==> src/rtl/wave_framer_pkg.sv <==
// wave_framer_pkg: shared state encoding and framing constants for wave_framer
package wave_framer_pkg;
  typedef enum logic [2:0] {IDLE, SYNC, SEQ, LEN, PAYLOAD, CSUM} state_t;
  localparam logic [15:0] SYNC_WORD_DFLT = 16'hA55A;
  localparam logic [15:0] TRUNC_FLAG = 16'h8000;
  localparam int SKID_DEPTH = 2;
endpackage

==> src/rtl/wave_framer_skid.sv <==
// framer_skid: 2-entry skid buffer tracking one in-flight FIFO read, with head bypass
module framer_skid
  import wave_framer_pkg::*;
#(
  parameter int DATA_W = 16
) (
  input  logic              i_clk,
  input  logic              i_rst_n,
  input  logic              i_rd,
  input  logic [DATA_W-1:0] i_data,
  input  logic              i_pop,
  output logic [1:0]        o_occ,
  output logic              o_head_valid,
  output logic [DATA_W-1:0] o_head
);
  logic              inflight_q;
  logic [1:0]        cnt_q, cnt_d;
  logic [DATA_W-1:0] mem_q [SKID_DEPTH];
  logic [DATA_W-1:0] mem_d [SKID_DEPTH];
  logic              bypass, push, pop;
  // A returning read feeds the head directly when the buffer is empty, otherwise it queues
  always_comb begin
    bypass = inflight_q & (cnt_q == 2'd0);
    o_head = bypass ? i_data : mem_q[0];
    o_head_valid = (cnt_q != 2'd0) | inflight_q;
    pop = i_pop & (cnt_q != 2'd0);
    push = inflight_q & ~(i_pop & bypass);
    cnt_d = cnt_q + {1'b0, push} - {1'b0, pop};
    mem_d[0] = (push & (cnt_q == {1'b0, pop})) ? i_data : pop ? mem_q[1] : mem_q[0];
    mem_d[1] = (push & (cnt_q == 2'd1 + {1'b0, pop})) ? i_data : mem_q[1];
    o_occ = cnt_q + {1'b0, inflight_q};
  end
  // Buffer storage, fill count and the one-cycle read-latency marker
  always_ff @(posedge i_clk or negedge i_rst_n) begin
    if (!i_rst_n) begin
      inflight_q <= 1'b0;
      cnt_q <= 2'd0;
      mem_q <= '{default: '0};
    end else begin
      inflight_q <= i_rd;
      cnt_q <= cnt_d;
      mem_q <= mem_d;
    end
  end
endmodule

==> src/rtl/wave_framer.sv <==
// wave_framer: drains the sample FIFO into sync/seq/len/payload/checksum frames on a valid/ready stream
// Optional starvation timeout enabled by defining WAVE_FRAMER_TIMEOUT_EN.
module wave_framer
  import wave_framer_pkg::*;
#(
  parameter int DATA_W = 16,
  parameter logic [DATA_W-1:0] SYNC_WORD = SYNC_WORD_DFLT
`ifdef WAVE_FRAMER_TIMEOUT_EN
  , parameter int TIMEOUT_CYC = 4096
`endif
) (
  input  logic              i_clk,
  input  logic              i_rst_n,
  input  logic              i_reading,
  input  logic [15:0]       i_recv_count,
  input  logic              i_fifo_empty,
  input  logic [DATA_W-1:0] i_fifo_data,
  output logic              o_fifo_rd,
  output logic [DATA_W-1:0] o_tx_data,
  output logic              o_tx_valid,
  input  logic              i_tx_ready,
  output logic              o_busy,
  output logic              o_frame_done,
  output logic              o_start_drop
`ifdef WAVE_FRAMER_TIMEOUT_EN
  , output logic            o_timeout
`endif
);
  state_t            state_q;
  logic              reading_q, valid_q, drop_q, to_q;
  logic [15:0]       seq_q, len_q, rd_left_q, emit_left_q;
  logic [DATA_W-1:0] data_q, csum_q, head, csum_sum, trailer;
  logic [1:0]        occ;
  logic              head_valid, rise, accept, load, fifo_rd, head_take;
  framer_skid #(.DATA_W(DATA_W)) u_skid (
    .i_clk(i_clk),
    .i_rst_n(i_rst_n),
    .i_rd(fifo_rd),
    .i_data(i_fifo_data),
    .i_pop(head_take & head_valid),
    .o_occ(occ),
    .o_head_valid(head_valid),
    .o_head(head)
  );
  // Handshake, FIFO read gating and trailer value; a timed-out payload emits zeros in place of data
  always_comb begin
    rise = i_reading & ~reading_q;
    accept = valid_q & i_tx_ready;
    load = ~valid_q | i_tx_ready;
    fifo_rd = (state_q == PAYLOAD) & ~i_fifo_empty & (rd_left_q != 16'd0) & (occ < 2'(SKID_DEPTH)) & ~to_q;
    head_take = (state_q == PAYLOAD) & load & (emit_left_q != 16'd0) & (head_valid | to_q);
    csum_sum = csum_q + data_q;
    trailer = to_q ? csum_sum ^ DATA_W'(TRUNC_FLAG) : csum_sum;
  end
  assign o_fifo_rd = fifo_rd;
  assign o_tx_data = data_q;
  assign o_tx_valid = valid_q;
  assign o_busy = state_q != IDLE;
  assign o_frame_done = (state_q == CSUM) & accept;
  assign o_start_drop = drop_q;
  // Frame FSM; the output register is reloaded with the next field whenever the current one is accepted
  always_ff @(posedge i_clk or negedge i_rst_n) begin
    if (!i_rst_n) begin
      state_q <= IDLE;
      reading_q <= 1'b0;
      drop_q <= 1'b0;
      seq_q <= 16'd0;
      len_q <= 16'd0;
      rd_left_q <= 16'd0;
      emit_left_q <= 16'd0;
      csum_q <= '0;
      data_q <= '0;
      valid_q <= 1'b0;
    end else begin
      reading_q <= i_reading;
      drop_q <= rise & (state_q != IDLE);
      if (fifo_rd) rd_left_q <= rd_left_q - 16'd1;
      if (head_take) emit_left_q <= emit_left_q - 16'd1;
      if (accept && state_q == PAYLOAD) csum_q <= csum_sum;
      case (state_q)
        IDLE: if (rise) begin
          state_q <= SYNC;
          len_q <= i_recv_count & 16'hFFFE;
          rd_left_q <= i_recv_count >> 1;
          emit_left_q <= i_recv_count >> 1;
          csum_q <= '0;
          data_q <= SYNC_WORD;
          valid_q <= 1'b1;
        end
        SYNC: if (accept) begin
          state_q <= SEQ;
          data_q <= DATA_W'(seq_q);
        end
        SEQ: if (accept) begin
          state_q <= LEN;
          data_q <= DATA_W'(len_q);
        end
        LEN: if (accept) begin
          state_q <= (emit_left_q == 16'd0) ? CSUM : PAYLOAD;
          data_q <= csum_q;
          valid_q <= emit_left_q == 16'd0;
        end
        PAYLOAD: if (head_take) begin
          data_q <= head_valid ? head : '0;
          valid_q <= 1'b1;
        end else if (accept && emit_left_q == 16'd0) begin
          state_q <= CSUM;
          data_q <= trailer;
        end else if (accept) begin
          valid_q <= 1'b0;
        end
        CSUM: if (accept) begin
          state_q <= IDLE;
          valid_q <= 1'b0;
          seq_q <= seq_q + 16'd1;
        end
        default: state_q <= IDLE;
      endcase
    end
  end
`ifdef WAVE_FRAMER_TIMEOUT_EN
  logic [31:0] starve_q;
  assign o_timeout = o_frame_done & to_q;
  // Starvation counter: cycles with an empty FIFO and payload still unread, cleared by any read
  always_ff @(posedge i_clk or negedge i_rst_n) begin
    if (!i_rst_n) begin
      starve_q <= 32'd0;
      to_q <= 1'b0;
    end else if (state_q == IDLE) begin
      starve_q <= 32'd0;
      to_q <= 1'b0;
    end else if (state_q == PAYLOAD) begin
      if (fifo_rd) starve_q <= 32'd0;
      else if (i_fifo_empty && rd_left_q != 16'd0 && !to_q) begin
        starve_q <= starve_q + 32'd1;
        if (starve_q == 32'(TIMEOUT_CYC - 1)) to_q <= 1'b1;
      end
    end
  end
`else
  assign to_q = 1'b0;
`endif
endmodule

==> config.mk <==
export PLATFORM = sky130hd
export DESIGN_NAME = wave_framer
export DESIGN_NICKNAME = d
export VERILOG_FILES = /design/src/rtl/wave_framer_pkg.sv /design/src/rtl/wave_framer_skid.sv /design/src/rtl/wave_framer.sv
export SDC_FILE = /design/constraint.sdc
export NUM_CORES = 1
export LEC_CHECK = 0
export CORE_MARGIN = 4
export CORE_UTILIZATION = 59
export CTS_CLUSTER_DIAMETER = 150
export DETAILED_ROUTE_END_ITERATION = 10
export PLACE_DENSITY = 0.79
export SYNTH_ARGS = -nofsm -noshare
export SYNTH_HDL_FRONTEND = slang
export SYNTH_SLANG_ARGS = --single-unit
==> constraint.sdc <==
create_clock -name i_clk -period 3.56 [get_ports i_clk]
set_input_delay 0.356 -clock i_clk [delete_from_list [all_inputs] [get_ports i_clk]]
set_output_delay 0.356 -clock i_clk [all_outputs]
set_load 0.005 [all_outputs]
# [Yosys cells after proc, flatten, opt, wreduce, memory -nomap -nowiden]
# Index checks and enable logic that the tools add are counted.
[op_classes] n_mux=35 order_cmp=1 div_mod_pow=0 bitwise_logic=23 eq_ne=16 shift=0 n_addsub=8 n_reduce_logical=17 n_mul=0
[op_table] operator="$mux 16" count=19
[op_table] operator="$pmux 16 s5" count=1
[op_table] operator="$reduce_bool 16->1" count=2
[op_table] operator="$sub 16x1->16 const B" count=2
[op_table] operator="$mux 3" count=7
[op_table] operator="$pmux 3 s6" count=1
[op_table] operator="$and 1x1->1" count=17
[op_table] operator="$add 16x1->16 const B" count=1
[op_table] operator="$add 16x16->16" count=1
[op_table] operator="$logic_not 16->1" count=1
[op_table] operator="$ne 2x2->1 const B" count=6
[op_table] operator="$reduce_and 7->1" count=1
[op_table] operator="$eq 3x2->1 const B" count=2
[op_table] operator="$eq 3x3->1 const B" count=2
[op_table] operator="$mux 1" count=6
[op_table] operator="$reduce_and 6->1" count=1
[op_table] operator="$reduce_bool 5->1" count=1
[op_table] operator="$add 2x1->2" count=2
[op_table] operator="$not 1->1" count=4
[op_table] operator="$pmux 1 s4" count=1
[op_table] operator="$reduce_and 2->1" count=2
[op_table] operator="$reduce_and 4->1" count=1
[op_table] operator="$reduce_bool 2->1" count=2
[op_table] operator="$reduce_bool 4->1" count=1
[op_table] operator="other kinds (14)" count=16
[word_totals] latch_bits=0 ff_bits=136 memories=0 ram_bits=0 output_inout_bits=21 romBits=0

# [Longest topological paths before layout]
# Gate-level depths: netlist of the first run.
[depth] depth_word=11 depth_mapped=13 ltp_nobuf=11

# [Modules after synthesis]
# Synthesis of the first run repeated with hierarchy kept, for this count alone.
[hier_totals] cells_unflattened=793 hier_area_um2=7880.1
[by_module_without_submodules] module="wave_framer" n_inst=1 area_each_um2=5944.5 cells_per_inst=669
[by_module_without_submodules] module="framer_skid" n_inst=1 area_each_um2=1935.6 cells_per_inst=124

# [Worst setup path after synthesis of the first run]
# Ideal clock, no wire load.
[synth_path] kind="reg-to-reg" from="reg emit_left_q[3]" to="reg u_skid.mem_q[18] (netlist bit)" t_arrival_ps=3161 setup_ps=133 synth_period_minus_slack_ps=3294 setup_slack_ps=266 stages_incl_launch_ff=12 path_cell_list="dfrtp_1 -> or4_4 -> or4_1 -> buf_2 -> o21ai_2 -> nor2_1 -> buf_2 -> ha_1 -> nand2_1 -> a211oi_2 -> clkbuf_1 -> o21ai_0"
[synth_via] elab_chain_len=9 elab_cells_between_ends=12 cone_classes="eq/ne (1); mux (1); bitwise (8); reduce/logical (2)"
[synth_lines] item="start, declared" line="wave_framer.sv:31" source="logic [15:0] seq_q, len_q, rd_left_q, emit_left_q;"
[synth_lines] item="start signal, assigned" line="wave_framer.sv:78" source="if (head_take) emit_left_q <= emit_left_q - 16'd1;"
[synth_lines] item="start signal, assigned" line="wave_framer.sv:85" source="emit_left_q <= i_recv_count >> 1;"
[synth_lines] item="$reduce_bool 16->1 (*)" line="wave_framer.sv:51" source="head_take = (state_q == PAYLOAD) & load & (emit_left_q != 16'd0) & (head_valid | to_q);"
[synth_lines] item="$and 1x1->1 (*) (2 in a row)" line="wave_framer.sv:51"
[synth_lines] item="$and 1x1->1 (*)" line="wave_framer.sv:40" source=".i_pop(head_take & head_valid),"
[synth_lines] item="$and 1x1->1" line="wave_framer_skid.sv:27" source="push = inflight_q & ~(i_pop & bypass);"
[synth_lines] item="$not 1->1" line="wave_framer_skid.sv:27"
[synth_lines] item="$and 1x1->1" line="wave_framer_skid.sv:27"
[synth_lines] item="$and 1x1->1" line="wave_framer_skid.sv:29" source="mem_d[0] = (push & (cnt_q == {1'b0, pop})) ? i_data : pop ? mem_q[1] : mem_q[0];"
[synth_lines] item="$mux 16 or $reduce_bool 2->1 (tied branches)"
[synth_lines] item="end signal, assigned" line="wave_framer_skid.sv:42" source="mem_q <= mem_d;"
[synth_lines] item="end, declared" line="wave_framer_skid.sv:18" source="logic [DATA_W-1:0] mem_q [SKID_DEPTH];"
# Mark *: on every way between the ends. The rest lies on a longest branch, timed or not.
# A chain may end at the register's enable or synchronous reset.

# [Worst setup path in the final report of the first run]
[layout_path] from="reg state_q[1]" to="out o_fifo_rd"
[layout_via] elab_chain_len=4
[layout_lines] item="start, declared" line="wave_framer.sv:29" source="state_t state_q;"
[layout_lines] item="start signal, assigned" line="wave_framer.sv:99" source="state_q <= (emit_left_q == 16'd0) ? CSUM : PAYLOAD;"
[layout_lines] item="$eq 3x3->1" line="wave_framer.sv:50" source="fifo_rd = (state_q == PAYLOAD) & ~i_fifo_empty & (rd_left_q != 16'd0) & (occ < 2'(SKID_DEPTH)) & ~to_q;"
[layout_lines] item="$and 1x1->1 (3 in a row)" line="wave_framer.sv:50"
[layout_lines] item="end, declared" line="wave_framer.sv:18" source="output logic o_fifo_rd,"
# No other way between the ends.

==> flow_metrics.env, run 1 <==
export IMPL_cp_max_fo=13
export IMPL_critPathMaxStageDelay_ps=580
export IMPL_nNetsFinal=926
export IMPL_setup_viol=0
export IMPL_synth_async_sr_flop_share_pct=100
export IMPL_path_clk_slew_ps=60
export IMPL_core_area_sq_um=12600
export IMPL_leakagePower_nw=3.85
export IMPL_routed_wl_um=20300
export IMPL_final_hold_viol_count=9
export IMPL_cts_buffer_depth=2
export IMPL_area_growth_syn_to_layout_pct=18.8
export IMPL_synth_seq_cells=136
export IMPL_power_density_nw_per_um2=802
export IMPL_avgSynthCellArea_sq_um=9.38
export IMPL_clock_skew_ps=10.2
export IMPL_crit_family="buffers and inverters"
export IMPL_syn_area_sq_um=7550
export IMPL_rr_endpoint="u_skid.mem_q[6]"
export IMPL_tritoncts="done"
export IMPL_maxSlewViolCount=0
export IMPL_grt_pass1_wl_um=33200
export IMPL_drt_first_pass_iters=7
export IMPL_worst_hold_slack_ps=-25.9
export IMPL_initial_core_util_pct=60.1
export IMPL_hold_buffers=0
export IMPL_antenna_found_initial=0
export IMPL_cp_depth=5
export IMPL_slowest_stage="clkdlybuf4s50_1"
export IMPL_ios=58
export IMPL_min_period_over_period_pct=95.8
export IMPL_stdcell_count=1051
export IMPL_critPathBufInv=2
export IMPL_via_per_inst=6.16
export IMPL_startpoint="state_q[1]"
export IMPL_tns_ps=0
export IMPL_dpl_cell_count=1019
export IMPL_violations="negative hold slack"
export IMPL_gp_congestion=0.909
export IMPL_diodes=0
export IMPL_synth_edf_count=0
export IMPL_crit_path_end="o_fifo_rd"
export IMPL_fin_util_pct=71.4
export IMPL_cts_root_buf="clkbuf_16"
export IMPL_status="complete, but fails checks"
export IMPL_nFillCells=920
export IMPL_timing_slew_headroom_pct=11.2
export IMPL_io_buffers=56
export IMPL_worstPathArrival_ps=3050
export IMPL_design_area_sq_um=8970
export IMPL_post_cts_buffers=0
export IMPL_cp_end_kind="primary output"
export IMPL_cap_violations=0
export IMPL_ys_warn_count=0
export IMPL_r2r_start="emit_left_q[3]"
export IMPL_min_path_type="primary input to asynchronous set/reset pin"
export IMPL_clk_latency_ps=430
export IMPL_drt_iter0_drc=640
export IMPL_cts_inserted_buffers=17
export IMPL_ant_nets=0
export IMPL_synth_cell_types=59
export IMPL_synth_cells=805
export IMPL_die_x_um=121
export IMPL_place_area_sq_um=8360
export IMPL_grt_max_degree=86
export IMPL_place_ws_ps=343
export IMPL_die_area_sq_um=14700
export IMPL_rsz0062_at_grt="false"
export IMPL_path_cells="buf_4, or3b_1, a211o_1, a31oi_4, clkdlybuf4s50_1"
export IMPL_wl_per_cell_um=19.3
export IMPL_yosysSeqAreaShare_pct=45.0
export IMPL_drive_gt1_share_pct=10.9
export IMPL_start_kind="flip-flop"
export IMPL_ir_drop_v=0.000661
export IMPL_worstPathRequired_ps=3200
export IMPL_criticalPathCategory="flip-flop to primary output"
export IMPL_die_h_um=121
export IMPL_rrSetupSlack_ps=320
export IMPL_grt_usage_pct=29.0
export IMPL_dp_hpwl_um=14400
export IMPL_grt_pass1_vias=6531
export IMPL_fp_row_count=41
export IMPL_r2r_cells=8
export IMPL_cts_resized=0
export IMPL_cts_max_level=4
export IMPL_grt_overflow_total=0
export IMPL_clock_sinks=136
export IMPL_power_total_mw=7.20
export IMPL_post_route_min_period_ps=3410
export IMPL_fmax_mhz=293
export IMPL_synthFlopType="dfrtp_1"
export IMPL_num_vias=6476
export IMPL_drc=0
export IMPL_layout_setup_ws_ps=151
export IMPL_tightest_slew_ps=1320
export IMPL_synth_net_count=865
-- area by class of cell --
cell class	count	area [sq um]	share of cell area, %
multi-input cells	625	3970	44.2
flip-flops and latches	136	3400	37.9
repair buffers	78	739	8.24
clock buffers	22	474	5.28
well taps	172	215	2.40
clock inverters	10	141	1.58
inverters	8	30.0	0.335
-- power breakdown --
part	switching [mW]	leakage, nW	internal, mW
sequential	0.575	1.73	2.09
clock	0.668	0.297	1.16
combinational	1.46	1.83	1.25
total	2.70	3.85	4.50
-- synthesized netlist by cell type (5+ instances only) --
master | count | area (sq um)
a211oi_1 | 7 | 52.6
a21o_1 | 13 | 97.6
a21oi_1 | 70 | 350
a22oi_1 | 15 | 113
a31oi_1 | 8 | 50.1
buf_2 | 7 | 35.0
clkbuf_1 | 26 | 97.6
dfrtp_1 | 136 | 3400
ha_1 | 22 | 275
inv_1 | 8 | 30.0
mux2_2 | 22 | 248
mux2_4 | 10 | 150
mux2i_1 | 22 | 220
nand2_1 | 137 | 514
nand3_1 | 17 | 85.1
nand4_1 | 13 | 81.3
nor2_1 | 75 | 282
nor2b_1 | 6 | 37.5
nor3_1 | 18 | 90.1
nor4_1 | 10 | 62.6
o21ai_0 | 36 | 180
o22ai_1 | 5 | 31.3
xnor2_1 | 42 | 368
xor2_1 | 18 | 158
-- layout by cell type (no fill, tap or decap), types with 7 or more instances in the layout --
master	Yosys	routed
a211oi_1	7	7
ha_1	22	22
dfrtp_1	136	136
nor2_1	75	73
o21ai_0	36	36
nor4_1	10	10
nand2_1	137	136
nand4_1	13	13
mux2_2	22	22
a21oi_1	70	70
clkdlybuf4s50_1	0	55
xnor2_1	42	42
nand3_1	17	17
clkbuf_16	0	17
a21o_1	13	13
xor2_1	18	18
a22oi_1	15	15
nor3_1	18	18
a31oi_1	8	8
inv_1	8	8
buf_4	0	21
mux2_4	10	10
mux2i_1	22	22
-- worst min path at each step --
| stage | start | endpoint | slack, ps | depth (start not counted) |
|---|---|---|---|---|
| global placement | i_rst_n | u_skid.mem_q[9] | 460 | 1 |
| floorplan | i_rst_n | csum_q[0] | 60 | 0 |
| detailed placement | i_rst_n | u_skid.mem_q[25] | 470 | 1 |
| global route | i_rst_n | u_skid.mem_q[25] | 50 | 1 |
| CTS | i_rst_n | u_skid.mem_q[25] | 20 | 1 |
| finish | i_rst_n | u_skid.mem_q[25] | -30 | 1 |
-- state kept, by name, indices dropped and copies added (netlist names) --
register / flops
emit_left_q: 16
o_tx_valid: 1
seq_q: 16
u_skid.mem_q: 32
u_skid.inflight_q: 1
u_skid.cnt_q: 2
state_q: 3
o_start_drop: 1
csum_q: 16
len_q: 15
o_tx_data: 16
rd_left_q: 16
reading_q: 1
-- worst register-to-register path, delay by kind of cell (launching register included) --
family	cells	cell delay, ps
mux	1	420
flops	1	430
simple gates	4	1540
fa+ha+maj	1	300
compound gates	1	310
buf+inv	1	130
-- layer usage --
metal | share of wire [%] | vias up | routed length [um] | GRT usage [%]
met5 | 0 | - | 0 | 0
met4 | 3.2 | 0 | 653 | 11.5
met3 | 6.0 | 56 | 1220 | 6.20
met2 | 51 | 265 | 10400 | 49.3
met1 | 40 | 3186 | 8050 | 36.2
li1 | - | 2969 | - | -
-- cell families after synthesis --
logic type	Yosys count	synth area share [%]
flops	136	45.0
buf+inv	44	2.50
fa+ha+maj	23	3.91
xor+xnor	61	7.32
simple gates	302	17.9
mux	54	8.18
compound gates	185	15.1
No activity file was read; power rests on OpenSTA's default activity.
==> run 2: changes to the inputs <==
--- a/config.mk
+++ b/config.mk
@@ -9,6 +9,7 @@
 export CORE_UTILIZATION = 59
 export CTS_CLUSTER_DIAMETER = 150
 export DETAILED_ROUTE_END_ITERATION = 10
+export GPL_TIMING_DRIVEN = 1
 export PLACE_DENSITY = 0.79
 export SYNTH_ARGS = -nofsm -noshare
 export SYNTH_HDL_FRONTEND = slang
==> results of run 2 <==
The final DEF is identical to that of run 1; final timing and power are the same.
==> RTL change, RTL diff (config.mk and constraints of run 1) <==
Change the package constant `SKID_DEPTH` from 2 to 4.
--- a/src/rtl/wave_framer_pkg.sv
+++ b/src/rtl/wave_framer_pkg.sv
@@ -3,6 +3,6 @@
   typedef enum logic [2:0] {IDLE, SYNC, SEQ, LEN, PAYLOAD, CSUM} state_t;
   localparam logic [15:0] SYNC_WORD_DFLT = 16'hA55A;
   localparam logic [15:0] TRUNC_FLAG = 16'h8000;
-  localparam int SKID_DEPTH = 2;
+  localparam int SKID_DEPTH = 4;
 endpackage
 
Behaviour: not the same (Yosys sat finds a counterexample within 10 cycles, from zero or initial values and one cycle with i_rst_n low).
==> RTL change against run 1 <==
- first-iteration DRC count down 50%
- hold slack gained 0.12 ns
- routed wire length fell by 41%
- die area fell by 32%
- sequential share of layout area increased by 0.40 points
- final area decreased by 37%
- synthesized cell count down 32%
- non-clock buffer count shrank 29
- total power shrank 40%
- synthesized area is 34% lower
- sequential cell count is 49 lower
- worst setup slack improved by 0.57 ns
- critical path type is now flip-flop to flip-flop
- largest cell class unchanged
==> RTL change: results (changes against run 1) <==
Clock buffer count from CTS - 9 (was 17)
Portion of the layout cell area used by clock cells - 3.172% (was 6.860%)
Quantity of I/O buffers inserted on ports - 38 (was 56)
Bufs w/o clock - 49 (was 78)
Synthesized Nets - 608 (was 865)
Count of filler cells inserted in the layout - 664 (was 920)
Seq cells - 87 (was 136)
Standard cell with the maximum stage delay on the critical path - sky130_fd_sc_hd__fa_1 (was sky130_fd_sc_hd__clkdlybuf4s50_1)
Pin count of the biggest net entering global routing - 70 (was 86)
#MultiIn Comb - 429 (was 625)
Setup slack of the most critical reg-to-reg path - 0.73 ns (was 0.32 ns)
Detailed Routing Iterations Pass 1 - 4 (was 7)
Synthesized-area fraction occupied by xor and xnor cells - 7.324% (was 7.320%)
CP delay by family, top - compound AO/OA/AOI/OAI gates (was buffers and inverters)
Master cell of the clock root buffer - sky130_fd_sc_hd__clkbuf_8 (was sky130_fd_sc_hd__clkbuf_16)
Share of the synthesized area in compound gates (AO/OA/AOI/OAI) - 16.49% (was 15.14%)
Status - complete, no violations (was complete, but fails checks)
Post-detailed-routing wire length - 11.96 mm (was 20.30 mm)
Routed length per instance - 17.19 µm (was 19.31 µm)
Maximum ir drop on the vdd rail - 369.1 µV (was 661.1 µV)
Count of unique library cells instantiated by Yosys - 64 (was 59)
Tap cells - 105 (was 172)
Cell types occupying the most area after synthesis - sky130_fd_sc_hd__dfrtp_1 43%, sky130_fd_sc_hd__nand2_1 7.2%, sky130_fd_sc_hd__ha_1 4.7%, sky130_fd_sc_hd__nor2_1 3.9%, sky130_fd_sc_hd__xnor2_1 3.8% (was sky130_fd_sc_hd__dfrtp_1 45%, sky130_fd_sc_hd__nand2_1 6.8%, sky130_fd_sc_hd__xnor2_1 4.9%, sky130_fd_sc_hd__a21oi_1 4.6%, sky130_fd_sc_hd__nor2_1 3.7%)
Start of the worst register-to-register path - o_tx_data[0] (was emit_left_q[3])
Setup WS pre-CTS - 0.7451 ns (was 0.3428 ns)
Non-Clock Inverter Count - 10 (was 8)
Insertion delay of the later-clocked pin in the worst-skew pair - 0.36 ns (was 0.43 ns)
Static leakage - 2.539 nW (was 3.850 nW)
Total count of hold-check failures in the final report - 0 (was 9)
-- RTL change: cell types whose count changed in the layout (fill, tap and decap cells not counted), sizes merged, moves of 11 or more --
cell           before  now
clkdlybuf4s50      55   37
mux2               32   15
xnor2              43   22
a21oi              70   35
nor2               75   54
nand2             137   97
mux2i              22    4
clkbuf             22   10
dfrtp             136   87
buf                23   12
-- RTL change: report_power, final --
group	internal [mW]	switching [mW]	total [mW]	leakage, nW
Combinational	0.925	1.03	1.96	1.32
Sequential	1.32	0.376	1.69	1.13
Clock	0.275	0.370	0.645	0.0891
Total	2.51	1.78	4.29	2.54
-- RTL change: worst min-delay path by stage --
| stage | start | endpoint | slack (ns) | cells after the start |
|---|---|---|---|---|
| 2_1_floorplan | i_rst_n | csum_q[0] | 0.06 | 0 |
| 3_3_place_gp | u_skid.cnt_q[1] | u_skid.cnt_q[1] | 0.46 | 1 |
| 3_5_place_dp | len_q[15] | len_q[15] | 0.48 | 2 |
| 4_1_cts | i_rst_n | emit_left_q[2] | 0.13 | 1 |
| 5_1_grt | i_rst_n | reading_q | 0.17 | 1 |
| 6_report | i_rst_n | len_q[1] | 0.1 | 1 |
-- RTL change: per-layer routing --
layer | vias up | track usage [%] | wire length (µm)
met1 | 1970 | 34.88 | 5334
li1 | 2014 | - | -
met5 | - | 0 | 0
met3 | 18 | 4.239 | 728
met2 | 134 | 42.61 | 5701
met4 | 0 | 6.632 | 199
-- RTL change: kinds of logic after synthesis --
| logic type | Yosys count |
|---|---|
| AND/OR/NAND/NOR | 219 |
| other | 1 |
| adder cells (fa/ha/maj) | 20 |
| multiplexers | 19 |
| XOR/XNOR | 42 |
| AO/OA/AOI/OAI | 128 |
| buffers and inverters | 35 |
| flip-flops | 87 |
